**config.mk**
```make
export PLATFORM = sky130hd
export DESIGN_NAME = gnpu_cop_frontend
export DESIGN_NICKNAME = d
export VERILOG_FILES = /design/src/rtl/gnpu_cop_frontend.sv
export SDC_FILE = /design/constraint.sdc
export NUM_CORES = 1
export LEC_CHECK = 0
export CAP_MARGIN = 25
export CORE_ASPECT_RATIO = 2
export CORE_MARGIN = 1.5
export CORE_UTILIZATION = 40
export DETAILED_ROUTE_END_ITERATION = 8
export PLACE_DENSITY = 0.7
export REMOVE_ABC_BUFFERS = 1
export SYNTH_ARGS = -nofsm -noshare
export SYNTH_HDL_FRONTEND = slang
export SYNTH_SLANG_ARGS = --single-unit
```
**constraint.sdc**
```tcl
create_clock -name clk -period 11.75 [get_ports clk]
set_input_delay 1.7625 -clock clk [delete_from_list [all_inputs] [get_ports clk]]
set_output_delay 1.7625 -clock clk [all_outputs]
set_load 0.01 [all_outputs]
```
**src/rtl/gnpu_cop_frontend.sv**
```systemverilog
// Coprocessor request front end for the GNPU tensor backend.
// Accepts CPU requests into a 2-deep FIFO, decodes one instruction at a time,
// dispatches legal ones to the backend, waits for completion and returns a
// tagged status word to the CPU in request order.
//
// Handshakes: every channel (request, dispatch, response) transfers on a rising
// edge where its valid and ready are both high; a valid, once raised, holds its
// payload stable and stays high until that transfer happens.
module gnpu_cop_frontend #(
    parameter int INST_W = 32,
    parameter int REG_W  = 64
) (
    input  logic              clk,
    input  logic              rst_n,
    input  logic              cpu_tpu_req_vld_i,
    output logic              cpu_tpu_req_rdy_o,
    input  logic [INST_W-1:0] cpu_tpu_req_insn_i,
    input  logic [REG_W-1:0]  cpu_tpu_req_rs1_data_i,
    input  logic [REG_W-1:0]  cpu_tpu_req_rs2_data_i,
    input  logic [REG_W-1:0]  cpu_tpu_req_rs3_data_i,
    output logic              cpu_tpu_resp_vld_o,
    input  logic              cpu_tpu_resp_rdy_i,
    output logic [REG_W-1:0]  cpu_tpu_resp_data_o,
    output logic              disp_vld_o,
    input  logic              disp_rdy_i,
    output logic [1:0]        disp_op_o,
    output logic [REG_W-1:0]  disp_rs1_o,
    output logic [REG_W-1:0]  disp_rs2_o,
    output logic [REG_W-1:0]  disp_rs3_o,
    input  logic              done_i
);

    typedef enum logic [1:0] {
        IDLE = 2'd0,
        DISP = 2'd1,
        WAIT = 2'd2,
        RESP = 2'd3
    } state_t;

    localparam logic [6:0] COP_OPCODE = 7'b0101011;

    state_t state;
    state_t state_nxt;

    // Request FIFO storage and bookkeeping
    logic [INST_W-1:0] fifo_insn [2];
    logic [REG_W-1:0]  fifo_rs1  [2];
    logic [REG_W-1:0]  fifo_rs2  [2];
    logic [REG_W-1:0]  fifo_rs3  [2];
    logic              wr_ptr;
    logic              rd_ptr;
    logic [1:0]        count;
    logic              rdy_en;
    logic              push;
    logic              pop;

    // Head decode
    logic [INST_W-1:0] head_insn;
    logic [2:0]        head_funct3;
    logic              head_legal;
    logic [1:0]        head_op;

    // Latched in-flight instruction
    logic [1:0]        op_q;
    logic [REG_W-1:0]  rs1_q;
    logic [REG_W-1:0]  rs2_q;
    logic [REG_W-1:0]  rs3_q;
    logic [2:0]        funct3_q;
    logic              illegal_q;
    logic [7:0]        tag_q;
    logic              resp_fire;

    // Ready is held low through reset and rises one cycle after reset releases;
    // no pass-through when full, so a pop never reopens ready in the same cycle.
    assign cpu_tpu_req_rdy_o = rdy_en && (count != 2'd2);
    assign push              = cpu_tpu_req_vld_i && cpu_tpu_req_rdy_o;
    assign resp_fire         = cpu_tpu_resp_vld_o && cpu_tpu_resp_rdy_i;

    assign head_insn   = fifo_insn[rd_ptr];
    assign head_funct3 = head_insn[14:12];

    // Decode the FIFO head into a backend opcode and a legality flag
    always_comb begin
        head_legal = 1'b0;
        head_op    = 2'd0;
        if (head_insn[6:0] == COP_OPCODE) begin
            case (head_funct3)
                3'b001:  begin head_legal = 1'b1; head_op = 2'd0; end
                3'b100:  begin head_legal = 1'b1; head_op = 2'd1; end
                3'b010:  begin head_legal = 1'b1; head_op = 2'd2; end
                3'b011:  begin head_legal = 1'b1; head_op = 2'd3; end
                default: begin head_legal = 1'b0; head_op = 2'd0; end
            endcase
        end
    end

    // FIFO pointers, occupancy and the post-reset ready enable
    always_ff @(posedge clk) begin
        if (!rst_n) begin
            wr_ptr <= 1'b0;
            rd_ptr <= 1'b0;
            count  <= 2'd0;
            rdy_en <= 1'b0;
        end else begin
            rdy_en <= 1'b1;
            if (push) wr_ptr <= ~wr_ptr;
            if (pop)  rd_ptr <= ~rd_ptr;
            count <= count + {1'b0, push} - {1'b0, pop};
        end
    end

    // FIFO payload; contents are meaningless while count says the slot is empty
    always_ff @(posedge clk) begin
        if (push) begin
            fifo_insn[wr_ptr] <= cpu_tpu_req_insn_i;
            fifo_rs1[wr_ptr]  <= cpu_tpu_req_rs1_data_i;
            fifo_rs2[wr_ptr]  <= cpu_tpu_req_rs2_data_i;
            fifo_rs3[wr_ptr]  <= cpu_tpu_req_rs3_data_i;
        end
    end

    // Latch the popped instruction and advance the tag on each response
    always_ff @(posedge clk) begin
        if (!rst_n) begin
            op_q      <= 2'd0;
            rs1_q     <= '0;
            rs2_q     <= '0;
            rs3_q     <= '0;
            funct3_q  <= 3'd0;
            illegal_q <= 1'b0;
            tag_q     <= 8'd0;
        end else begin
            if (pop) begin
                op_q      <= head_op;
                rs1_q     <= fifo_rs1[rd_ptr];
                rs2_q     <= fifo_rs2[rd_ptr];
                rs3_q     <= fifo_rs3[rd_ptr];
                funct3_q  <= head_funct3;
                illegal_q <= !head_legal;
            end
            if (resp_fire) tag_q <= tag_q + 8'd1;
        end
    end

    // FSM state register
    always_ff @(posedge clk) begin
        if (!rst_n) state <= IDLE;
        else        state <= state_nxt;
    end

    // FSM next state, FIFO pop and channel valids; done_i only matters in WAIT
    always_comb begin
        state_nxt          = state;
        pop                = 1'b0;
        disp_vld_o         = 1'b0;
        cpu_tpu_resp_vld_o = 1'b0;
        case (state)
            IDLE: begin
                if (count != 2'd0) begin
                    pop       = 1'b1;
                    state_nxt = head_legal ? DISP : RESP;
                end
            end
            DISP: begin
                disp_vld_o = 1'b1;
                if (disp_rdy_i) state_nxt = WAIT;
            end
            WAIT: begin
                if (done_i) state_nxt = RESP;
            end
            RESP: begin
                cpu_tpu_resp_vld_o = 1'b1;
                if (cpu_tpu_resp_rdy_i) state_nxt = IDLE;
            end
            default: state_nxt = IDLE;
        endcase
    end

    assign disp_op_o  = op_q;
    assign disp_rs1_o = rs1_q;
    assign disp_rs2_o = rs2_q;
    assign disp_rs3_o = rs3_q;

    // Response word is only driven while it is being offered
    assign cpu_tpu_resp_data_o = cpu_tpu_resp_vld_o
        ? {{(REG_W-16){1'b0}}, tag_q, 3'b000, funct3_q, 1'b0, illegal_q}
        : '0;

endmodule

```
==> impl_results.md, run 1 <==
- Worst-Skew Late Latency: 600 ps
- Die Width: 171 um
- CTS resizes: 0
- Pre-antenna DRT Iters: 5
- Slew of the pin with the lowest slew margin: 1150 ps
- Clock skew: 29.9 ps
- EDFF count, synth: 404
- WL/cell: 19.1 um
- Multiplexer area fraction after synthesis: 0.0857
- Adder-cell share of the synthesized area: 0.00442
- Overflow after GRT: 0
- CP max stage delay: 610 ps
- Flops & latches, synth: 618
- Port bufs: 416
- Final Hold Viols: 0
- Cts hold-fix bufs: 0
- Setup TNS: 0 ps
- # Post-CTS Setup Buffers: 0
- CP max FO: 19
- Net count, final: 2087
- Setup crit end kind: output port
- CTS buffer count: 52
- Worst slew margin: 0.234
- Max Freq: 241 MHz
- CP Launch Type: flip-flop
- Peak supply drop: 0.000177 V
- Yosys cell types: 43
- Xor and xnor area share after synthesis: 0.00309
- Starting Density: 0.403
- DRC viols: 0
- Final wirelength: 50500 um
- Simple-gate share of the synthesized area: 0.0490
- Initial antenna violation count: 10
- Slew Viols, Final: 0
- Routed vias: 13000
- Synth Area in Compound Gates: 0.0950
- Max stage delay cell, worst path: ha_1
- Filler Cells Inserted: 4644
- FFs w/ async S/R, synth: 0
- First-pass GRT wire length: 75500 um
- Die area: 58200 um2
- Commonest non-fill, non-tap cells in the layout: 415 x clkdlybuf4s50_1, 404 x edfxtp_1, 213 x dfxtp_1
- Mapped Cells: 1459
- DP Wirelength: 32500 um
- Setup CP Type: flip-flop to output port
- GRT Util Overall: 0.170
- Sink Count: 618
- Clock transition at path regs: 70 ps
- Status: finished clean
- Yosys warns: 0
- Largest net degree at the start of global routing: 245
- Vias in the first global route: 13300
- Seq/Total Area, Yosys: 0.725
- Max-cap violations: 0
- Worst path bufs/invs: 1
- Final ANT Viol Nets: 0
- Power density over cell area: 233 nW/um2
- Core box area: 56200 um2
- Critical Path RT: 9990 ps
- Row count: 123
- Avg Inst Size Synth: 15.5 um2
- Area Growth Syn to Fin: 28.3%
- Ys flop type: edfxtp_1
- CP top delay family: adder cells
- Detailed Route Iter0 Violations: 628
- Utilization of the core after routing: 0.518
- Final GP Congestion: 0.758
- Worst hold path type: flip-flop to flip-flop
- Synthesized area: 22700 um2
- Power Total: 6.79 mW
- Final setup violating endpoints: 0
- Layout cell share with drive strength beyond 1: 0.0571
- CP Cell Sequence: ha_1 -> and2_1 -> clkdlybuf4s50_1
- Final worst slack: 7610 ps
- Clock tree buffer depth: 3
- H-tree level count: 2
- CTS tree: done
- Largest family of logic cells by synthesized area: compound AO/OA/AOI/OAI gates
- Leading cell type in the layout, fill and taps excluded: clkdlybuf4s50_1
- Routed vias/inst: 4.89
- Leak: 11.8 nW
- Final period util: 0.353
- CP arrival: 2380 ps
- Die H: 340 um
- Clock Root Buffer: clkbuf_16
- Post-Place Setup Slack: 7140 ps
- IO Count: 491
- RSZ-0062 raised after global routing: false
- Post-layout minimum cycle time: 4140 ps
[kinds of logic after synthesis]
kind of cell    count (synthesis)
xor+xnor                        8
fa+ha+maj                       8
flops                         618
compound gates                220
mux                           194
other cells                     1
simple gates                  259
buf+inv                       151
[cells in the mapped netlist (all sizes together) (4+ instances only)]
cell type | n | share of area
ha | 8 | 0.0044
nor2 | 4 | 0.00066
clkbuf | 26 | 0.0043
xnor2 | 6 | 0.0023
inv | 7 | 0.0012
dfxtp | 214 | 0.19
nor2b | 6 | 0.0017
a21boi | 4 | 0.0013
nand3 | 6 | 0.0013
buf | 118 | 0.032
o211a | 196 | 0.087
nand2 | 204 | 0.034
mux2i | 194 | 0.086
o21ai | 7 | 0.0017
and2 | 21 | 0.0058
edfxtp | 404 | 0.54
[area by class of cell]
class | instances | area (um2) | area share
clock buffers | 67 | 1430 | 0.0491
inverters | 7 | 33.8 | 0.00116
repair buffers | 429 | 4310 | 0.148
clock inverters | 30 | 343 | 0.0118
flip-flops and latches | 618 | 16400 | 0.565
multi-input cells | 741 | 5580 | 0.192
well taps | 750 | 938 | 0.0323
diodes | 8 | 20.0 | 0.000689
[routing by layer]
metal | vias to the layer above | track usage | share of wire
met4 | 4 | 0.0853 | 0.037
met1 | 6347 | 0.173 | 0.35
met3 | 83 | 0.0438 | 0.066
met2 | 415 | 0.314 | 0.54
met5 | - | 0 | 0.00053
li1 | 6121 | - | -
[where the power goes]
| group | switching [mW] | internal [mW] |
|---|---|---|
| combinational | 0.977 | 1.06 |
| clock | 0.772 | 0.998 |
| sequential | 0.235 | 2.75 |
| total | 1.98 | 4.80 |
[registers in the layout (all words and copies together), names as in the netlist, 2 cells and up, named ones only]
name and cells:
fifo_rs1 128, fifo_rs2 128, fifo_rs3 128, disp_rs1_o 64, disp_rs2_o 64, disp_rs3_o 64, fifo_insn 20, tag_q 8
funct3_q 3, count 2, disp_op_o 2, state 2
[worst reg2reg max path, cell delays in order (launching register included)]
cell	delay, ps
dfxtp_4	750
buf_4	870
buf_4	910
mux2i_1	340
nand2_1	80
o211a_1	190
[metrics by stage]
| stage | hold WS (ps) | area (um2) | instances |
|---|---|---|---|
| after floorplan | 464 | 22000 | 1366 |
| after global placement | 447 | 27200 | 2543 |
| after detailed placement | 464 | 27200 | 2543 |
| after CTS | 474 | 29000 | 2640 |
| after global routing | 488 | 29100 | 2650 |
| final | 467 | 29100 | 2650 |
[path summary, 6_finish.rpt]
kind / startpoint / endpoint / slack, ps / cells after the start
worst min register to register: disp_op_o[1]$_SDFFE_PN0P_ / disp_op_o[1]$_SDFFE_PN0P_ / 470 / 2
worst min-delay path: disp_op_o[1]$_SDFFE_PN0P_ / disp_op_o[1]$_SDFFE_PN0P_ / 470 / 2
worst max-delay path: state[0]$_SDFFE_PN0P_ / cpu_tpu_resp_data_o[3] / 7610 / 3
worst max register to register: rd_ptr$_SDFFE_PN0P_ / disp_rs2_o[1]$_SDFFE_PN0P_ / 8480 / 5
(Power assumes the default switching activity.)
==> inputs of run 2 (changes only) <==
clock period = 3.56 ns   (was 11.75 ns; I/O delays follow)
==> run 2 against run 1 <==
  * Register-to-register slack got worse by 7400 ps
  * First-iteration DRC count increased by 2.7%
  * Count of clock-buffer cells in the layout unchanged
  * Combinational power grew to 3.3 times the previous value
  * Cell area is 0.73% higher
  * Power grew to 3.3 times the previous value
  * Setup slack lost 6900 ps
  * Worst hold slack worse by 3.0 ps
  * Utilization up 0.38 points
  * Clock skew up 1.4 ps
  * Critical path depth is the same
==> impl_results.md, run 2 (synthesis gave the netlist of run 1 again) <==
- Max stage delay cell, worst path: ha_1
- Port bufs: 416 (unchanged)
- Post-Place Setup Slack: 1100 ps (-6050 ps)
- Worst-Skew Late Latency: 590 ps (about the same)
- Filler Cells Inserted: 4568 (-1.6%)
- DRC viols: 0 (unchanged)
- Commonest non-fill, non-tap cells in the layout: 415 x clkdlybuf4s50_1, 404 x edfxtp_1, 213 x dfxtp_1
- Die Width: 171 um (unchanged)
- Setup TNS: 0 ps (unchanged)
- Max Freq: 346 MHz
- Status: finished clean
- Area Growth Syn to Fin: 29.3%
- Row count: 123 (unchanged)
- Final GP Congestion: 0.754 (-0.59%)
- Pre-antenna DRT Iters: 5 (unchanged)
- Worst slew margin: 0.318 (+0.0841)
- GRT Util Overall: 0.171 (+0.00101)
- First-pass GRT wire length: 75500 um (about the same)
- Net count, final: 2100 (+0.62%)
- Overflow after GRT: 0 (unchanged)
- Final setup violating endpoints: 0 (unchanged)
- WL/cell: 19.1 um (about the same)
- Vias in the first global route: 13300 (+0.26%)
- Routed vias/inst: 4.91 (+0.29%)
- Critical Path RT: 3030 ps (-6960 ps)
- DP Wirelength: 33300 um (+2.5%)
- Max-cap violations: 0 (unchanged)
- Power Total: 22.5 mW (+230%)
- Leak: 11.8 nW (+0.55%)
- Final cell count without fillers: 2669 (+0.72%)
- CTS buffer count: 52 (unchanged)
- Starting Density: 0.403 (unchanged)
- Final Hold Viols: 0 (unchanged)
- Fin area: 29300 um2 (+0.73%)
- Post-layout minimum cycle time: 2890 ps
- Setup crit end kind: output port
- Die area: 58200 um2 (unchanged)
- Cell internal pwr: 15.9 mW (+230%)
- CTS resizes: 0 (unchanged)
- Clock transition at path regs: 70 ps (about the same)
- Reg2reg path depth: 7 (+2)
- Sink Count: 618 (unchanged)
- H-tree level count: 2 (unchanged)
- Flop pwr share: 0.441 (about the same)
- P_sw: 6.54 mW (+230%)
- Initial antenna violation count: 16 (+6)
- Final wirelength: 50900 um (+0.68%)
- Hold Crit Depth: 2 (unchanged)
- # Post-CTS Setup Buffers: 0 (unchanged)
- Dpl cells: 2558 (+0.59%)
- Leading cell type in the layout, fill and taps excluded: clkdlybuf4s50_1
- Clock tree buffer depth: 3 (unchanged)
- Switching Fraction: 0.291 (-0.000954)
- Peak supply drop: 0.000558 V (+220%)
- Slew Viols, Final: 0 (unchanged)
- Routed vias: 13100 (+1.0%)
- Area post-placement: 27500 um2 (+0.96%)
- Clock skew: 31.4 ps (+1.43 ps)
- CP arrival: 2360 ps (-20 ps)
- Utilization of the core after routing: 0.521 (+0.00377)
- Final ANT Viol Nets: 0 (unchanged)
- Clock power frac: 0.258 (-0.003)
- Final worst slack: 670 ps (-6940 ps)
- CP Cell Sequence: ha_1 -> and2_1 -> clkdlybuf4s50_1
- Power density over cell area: 767 nW/um2 (+230%)
- IO Count: 491 (unchanged)
- Clock Root Buffer: clkbuf_16
- CP max FO: 20 (+1)
- Cts hold-fix bufs: 0 (unchanged)
- CTS tree: done
- Core box area: 56200 um2 (unchanged)
- Die H: 340 um (unchanged)
- Final period util: 0.812
- Combinational Power Share: 0.301 (about the same)
- CP max stage delay: 620 ps (about the same)
- CP Launch Type: flip-flop
- Largest net degree at the start of global routing: 182 (-26%)
- Setup CP Type: flip-flop to output port
- Layout cell share with drive strength beyond 1: 0.0614 (+0.00433)
- Worst hold path type: flip-flop to flip-flop
- Slew of the pin with the lowest slew margin: 1020 ps (-126 ps)
- Biggest regs: fifo_rs1 (128), fifo_rs2 (128), fifo_rs3 (128)
- RSZ-0062 raised after global routing: false
- Final hold slack: 464 ps (-2.98 ps)
- Detailed Route Iter0 Violations: 645 (+2.7%)
==> run 2: final timing paths <==
check,slack [ps],from,endpoint
worst min register to register,460,disp_op_o[1]$_SDFFE_PN0P_,disp_op_o[1]$_SDFFE_PN0P_
worst min-delay path,460,disp_op_o[1]$_SDFFE_PN0P_,disp_op_o[1]$_SDFFE_PN0P_
worst max-delay path,670,state[1]$_SDFFE_PN0P_,cpu_tpu_resp_data_o[2]
worst max register to register,1040,state[0]$_SDFFE_PN0P_,disp_rs3_o[62]$_SDFFE_PN0P_
==> run 2: critical path: cells and delay by family, from the launching register on <==
| family | cells | cell delay (ps) |
|---|---|---|
| adder cells (fa/ha/maj) | 1 | 620 |
| buffers and inverters | 1 | 570 |
| flip-flops | 1 | 380 |
| AND/OR/NAND/NOR | 1 | 220 |
==> run 2: cell type report <==
cell class | count | area, um2 | area share
tap | 750 | 938 | 0.0320
antenna | 14 | 35.0 | 0.00120
clock inverter | 30 | 332 | 0.0113
inverter | 7 | 33.8 | 0.00115
multi-input combinational | 741 | 5580 | 0.191
clock buffer | 67 | 1420 | 0.0485
sequential | 618 | 16400 | 0.561
timing repair buffer | 442 | 4520 | 0.154
==> run 2: layer usage <==
metal,part of all wire,vias to the layer above,GRT usage
met1,0.34,6402,0.167
met5,0.00083,-,0
met4,0.043,6,0.0987
met2,0.55,431,0.319
met3,0.065,104,0.0419
li1,-,6158,-
==> run 2: power groups by stage <==
stage	registers [mW]	clock network (mW)	logic, mW
global route	10.1	6.21	7.23
finish	9.91	5.78	6.76
CTS	9.92	5.96	6.87
floorplan	10.6	0	2.83
global placement	10.0	0	6.73
detailed placement	10.1	0	6.84
==> RTL change 1: new RTL, config.mk and constraints of run 1 <==
`INST_W`: 32 -> 64.
--- a/src/rtl/gnpu_cop_frontend.sv
+++ b/src/rtl/gnpu_cop_frontend.sv
@@ -8,5 +8,5 @@
 // payload stable and stays high until that transfer happens.
 module gnpu_cop_frontend #(
-    parameter int INST_W = 32,
+    parameter int INST_W = 64,
     parameter int REG_W  = 64
 ) (
Interface: changed (resized cpu_tpu_req_insn_i); port bits go from 491 to 523. The function was not compared with the original's and may differ.
==> RTL change 1 against run 1 <==
Wire length grew 0.84%; first-iteration DRC count grew 14%; power shrank 0.48%; sequential share of layout area grew 0.16 points; setup slack lost 0.013 ns; sequential power is essentially flat; sequential cell count is the same; cell area shrank 0.28%; synthesized area is essentially flat; largest cell class unchanged; highest routed layer unchanged.
==> RTL change 1: results (changes against run 1) <==
Adder-Cell Fraction of Synth Area 0.4416% (about the same); CP peak stage delay 0.93 ns (+0.32 ns); Worst R2R Setup Slack 8.79 ns (+0.31 ns); post-synthesis mux area share 8.567% (about the same); Final non-clock buffer share 14.75% (-0.071 points); RR Endpoint fifo_rs1[1][25]; first-pass GRT wire length 75350 um (-0.21%); Final Skew 0.01366 ns (-0.01627 ns); M3 GR Usage 4.570% (+0.19 points); router iterations before antenna repair 6 (+1); initial antenna violation count 18 (+8); largest net degree at the start of global routing 140 (-43%); drt via density 4.911 (+0.35%); Max stage delay cell, worst path buf_4; register area 0.01642 mm2 (unchanged); Clk Latency, worst-skew pair 0.58 ns (-0.02 ns); Max VDD drop 0.1808 mV (+2.1%); Area contributors post-synth edfxtp_1 (54%), dfxtp_1 (19%), o211a_1 (8.7%); Hold WS 0.4692 ns (+0.002206 ns); status complete, no violations; grt met2 use 30.73% (-0.68 points); GR Util met1 17.46% (+0.19 points); WP data arrival 4.36 ns (+1.98 ns); layout cells sized above 1 5.185% (-0.52 points); slew margin rel. 16.23% (-7.2 points); CP Max Fanout 71 (+52); fillers 4628 (-0.34%); post-synthesis xor/xnor area fraction 0.3091% (about the same); Met2 Wirelength 26840 um (-2.3%); Clk pwr share 25.8% (-0.3 points); Crit path max-delay family buffers and inverters; clock buffers 71 (+6.0%); Placed Cells 2545 (+0.079%); leakage power total 0.01170 uW (-0.54%); Synth Area in Compound Gates 9.494% (about the same); register area share after synthesis 72.42% (about the same); worst r2r src count[1]; GP Congestion 0.7754 (+2.3%); initial DRC count 718 (+14%); multi-input logic area 0.005580 mm2 (about the same); Layout Cells excl Fill 2655 (+0.19%); M1 WL 18350 um (+3.2%); Overall Power 6754 uW (-0.48%); Met3 Wirelength 3636 um (+8.3%); Clock-cell share 5.891% (-0.20 points); total track usage 17.01% (+0.029 points); Routed WL 50950 um (+0.84%); number of global-route vias before repair 13270 (-0.11%); post-synth cell types 44 (+2.3%); Syn Area/Cell 15.54 um2 (about the same)
RTL change 1: cell types whose count changed after synthesis:
cell      delta
nor4bb_1     +1
buf_6        +4
buf_2        -1
and4bb_1     -1
buf_1        +1
buf_4        -3
clkbuf_1     -1
RTL change 1: worst max-delay path by stage:
stage	from	to	cells past startpoint
2_1_floorplan	cpu_tpu_req_vld_i	wr_ptr	3
3_3_place_gp	cpu_tpu_req_vld_i	fifo_rs1[0][6]	5
3_5_place_dp	cpu_tpu_req_vld_i	fifo_rs1[0][6]	5
4_1_cts	state[0]	cpu_tpu_resp_data_o[3]	3
5_1_grt	state[0]	cpu_tpu_resp_data_o[2]	3
6_report	cpu_tpu_req_vld_i	fifo_rs1[0][6]	5
RTL change 1: per-stage QoR:
stage | utilization, % | instance area (um2)
after global routing | 51.61 | 28990
final | 51.61 | 28990
after CTS | 51.55 | 28960
after global placement | 48.51 | 27250
after detailed placement | 48.51 | 27250
after floorplan | - | 22010
==> RTL change 2: new RTL, flow settings as in run 1 <==
Made on the original files. Encoding of `state_t`: now one-hot (4 bits for 4 states).
--- a/src/rtl/gnpu_cop_frontend.sv
+++ b/src/rtl/gnpu_cop_frontend.sv
@@ -31,9 +31,9 @@
 );
 
-    typedef enum logic [1:0] {
-        IDLE = 2'd0,
-        DISP = 2'd1,
-        WAIT = 2'd2,
-        RESP = 2'd3
+    typedef enum logic [3:0] {
+        IDLE = 4'b0001,
+        DISP = 4'b0010,
+        WAIT = 4'b0100,
+        RESP = 4'b1000
     } state_t;
 
Behaviour: no difference found for any inputs over 4 cycles, from zero or initial values and one cycle with rst_n low; so few cycles prove little.
==> RTL change 2 against run 1 <==
Wire length is 0.74% higher; clock skew decreased by 0.0095 ns; setup slack worse by 0.32 ns; hold slack got worse by 0.011 ns; sequential cell count is 2 higher; cell area grew 0.91%; critical path depth is the same; via count down 0.15%; synthesized area increased by 1.3%; die area is 1.3% higher; combinational power rose by 9%; power rose by 3.4%; critical path type unchanged; highest routed layer is now met4.
==> RTL change 2: results (changes against run 1) <==
status complete, no violations; CP Max Fanout 17 (-2); Hold WS 0.4560 ns (-0.01099 ns); Met3 Wirelength 3604 um (+7.3%); CP peak stage delay 0.79 ns (+0.18 ns); Final Skew 0.02045 ns (-0.009481 ns); Max stage delay cell, worst path nor4b_4; M1 WL 18150 um (+2.1%); RR Endpoint disp_rs3_o[11]; Clk pwr share 25.3% (-0.8 points); WP data arrival 2.70 ns (+0.32 ns); register area share after synthesis 71.68% (-0.79 points); slew margin rel. 26.78% (+3.4 points); Met2 Wirelength 26620 um (-3.1%); grt met2 use 30.27% (-1.1 points); P_sw 2145 uW (+8.1%); total track usage 17.08% (+0.098 points); worst r2r src state[0]; Reg2Reg Depth 7 (+2); Layout Cells excl Fill 2671 (+0.79%); layout cells sized above 1 12.72% (+7.0 points); post-synthesis xor/xnor area fraction 0.4197% (+0.11 points); Min-Delay Startpoint disp_op_o[1]; initial DRC count 733 (+17%); Placed Cells 2558 (+0.59%); Adder-Cell Fraction of Synth Area 0.1635% (-0.28 points); Commonest cells post-synth edfxtp_1 (404), dfxtp_1 (216), nor2_1 (211); initial antenna violation count 13 (+3); fillers 4779 (+2.9%); post-synthesis mux area share 8.459% (-0.11 points); DP HPWL 32620 um (+0.29%); Wirelength per Cell 19.05 um (about the same); Crit path max-delay family simple AND/OR/NAND/NOR gates; switching share of power 30.55% (+1.3 points); Seq pwr share 43.1% (-0.9 points); Area contributors post-synth edfxtp_1 (53%), dfxtp_1 (19%), mux2i_1 (8.5%); drt via density 4.848 (-0.94%); hold depth 2 (unchanged); largest net degree at the start of global routing 158 (-36%); Synth Area in Compound Gates 10.05% (+0.54 points); GP Congestion 0.7883 (+4.0%); router iterations before antenna repair 6 (+1); leakage power total 0.009479 uW (-19%); Syn Inst Count 1465 (+0.41%); Highest Signal Layer met4; first-pass GRT wire length 76630 um (+1.5%); GR Util met1 18.08% (+0.81 points); post-synth cell types 45 (+4.7%); number of global-route vias before repair 13380 (+0.72%); M3 GR Usage 4.175% (-0.21 points)
## RTL change 2: changes by cell type after synthesis, sizes merged, moves of 4 or more
cell	change
o211a	-196
nor2b	-4
and2	-8
xor2	+6
ha	-5
clkbuf	+9
a21oi	+5
nor2	+207
buf	-10
a211oi	+195
nand2	-194
## RTL change 2: area by class of cell
| cell class | count | area (um2) | area share [%] |
|---|---|---|---|
| Antenna cell | 13 | 32.53 | 0.1109 |
| Clock buffer | 78 | 1554 | 5.297 |
| Clock inverter | 20 | 221.5 | 0.7549 |
| Inverter | 7 | 50.05 | 0.1706 |
| Multi-Input combinational cell | 746 | 5746 | 19.58 |
| Sequential cell | 620 | 16460 | 56.10 |
| Tap cell | 756 | 945.9 | 3.224 |
| Timing Repair Buffer | 431 | 4329 | 14.76 |
## RTL change 2: how the worst max path moves through the flow
stage / start / endpoint / slack, ns / cells past startpoint
6_report: state[3] / cpu_tpu_resp_data_o[0] / 7.29 / 3
5_1_grt: state[3] / cpu_tpu_resp_data_o[0] / 7.04 / 3
4_1_cts: state[3] / cpu_tpu_resp_data_o[0] / 7.16 / 3
3_5_place_dp: cpu_tpu_req_vld_i / fifo_rs2[1][50] / 6.93 / 4
3_3_place_gp: cpu_tpu_req_vld_i / fifo_rs2[1][50] / 6.92 / 4
2_1_floorplan: cpu_tpu_req_vld_i / fifo_insn[0][0] / 0.73 / 2
## RTL change 2: metrics by stage
stage                     utilization [%]  area [um2]  worst slack (ns)
after global routing                51.53       29340             7.040
after global placement              48.25       27480             6.919
after detailed placement            48.25       27480             6.932
final                               51.53       29340             7.292
after floorplan                         -       22220            0.7348
after CTS                           51.37       29250             7.156
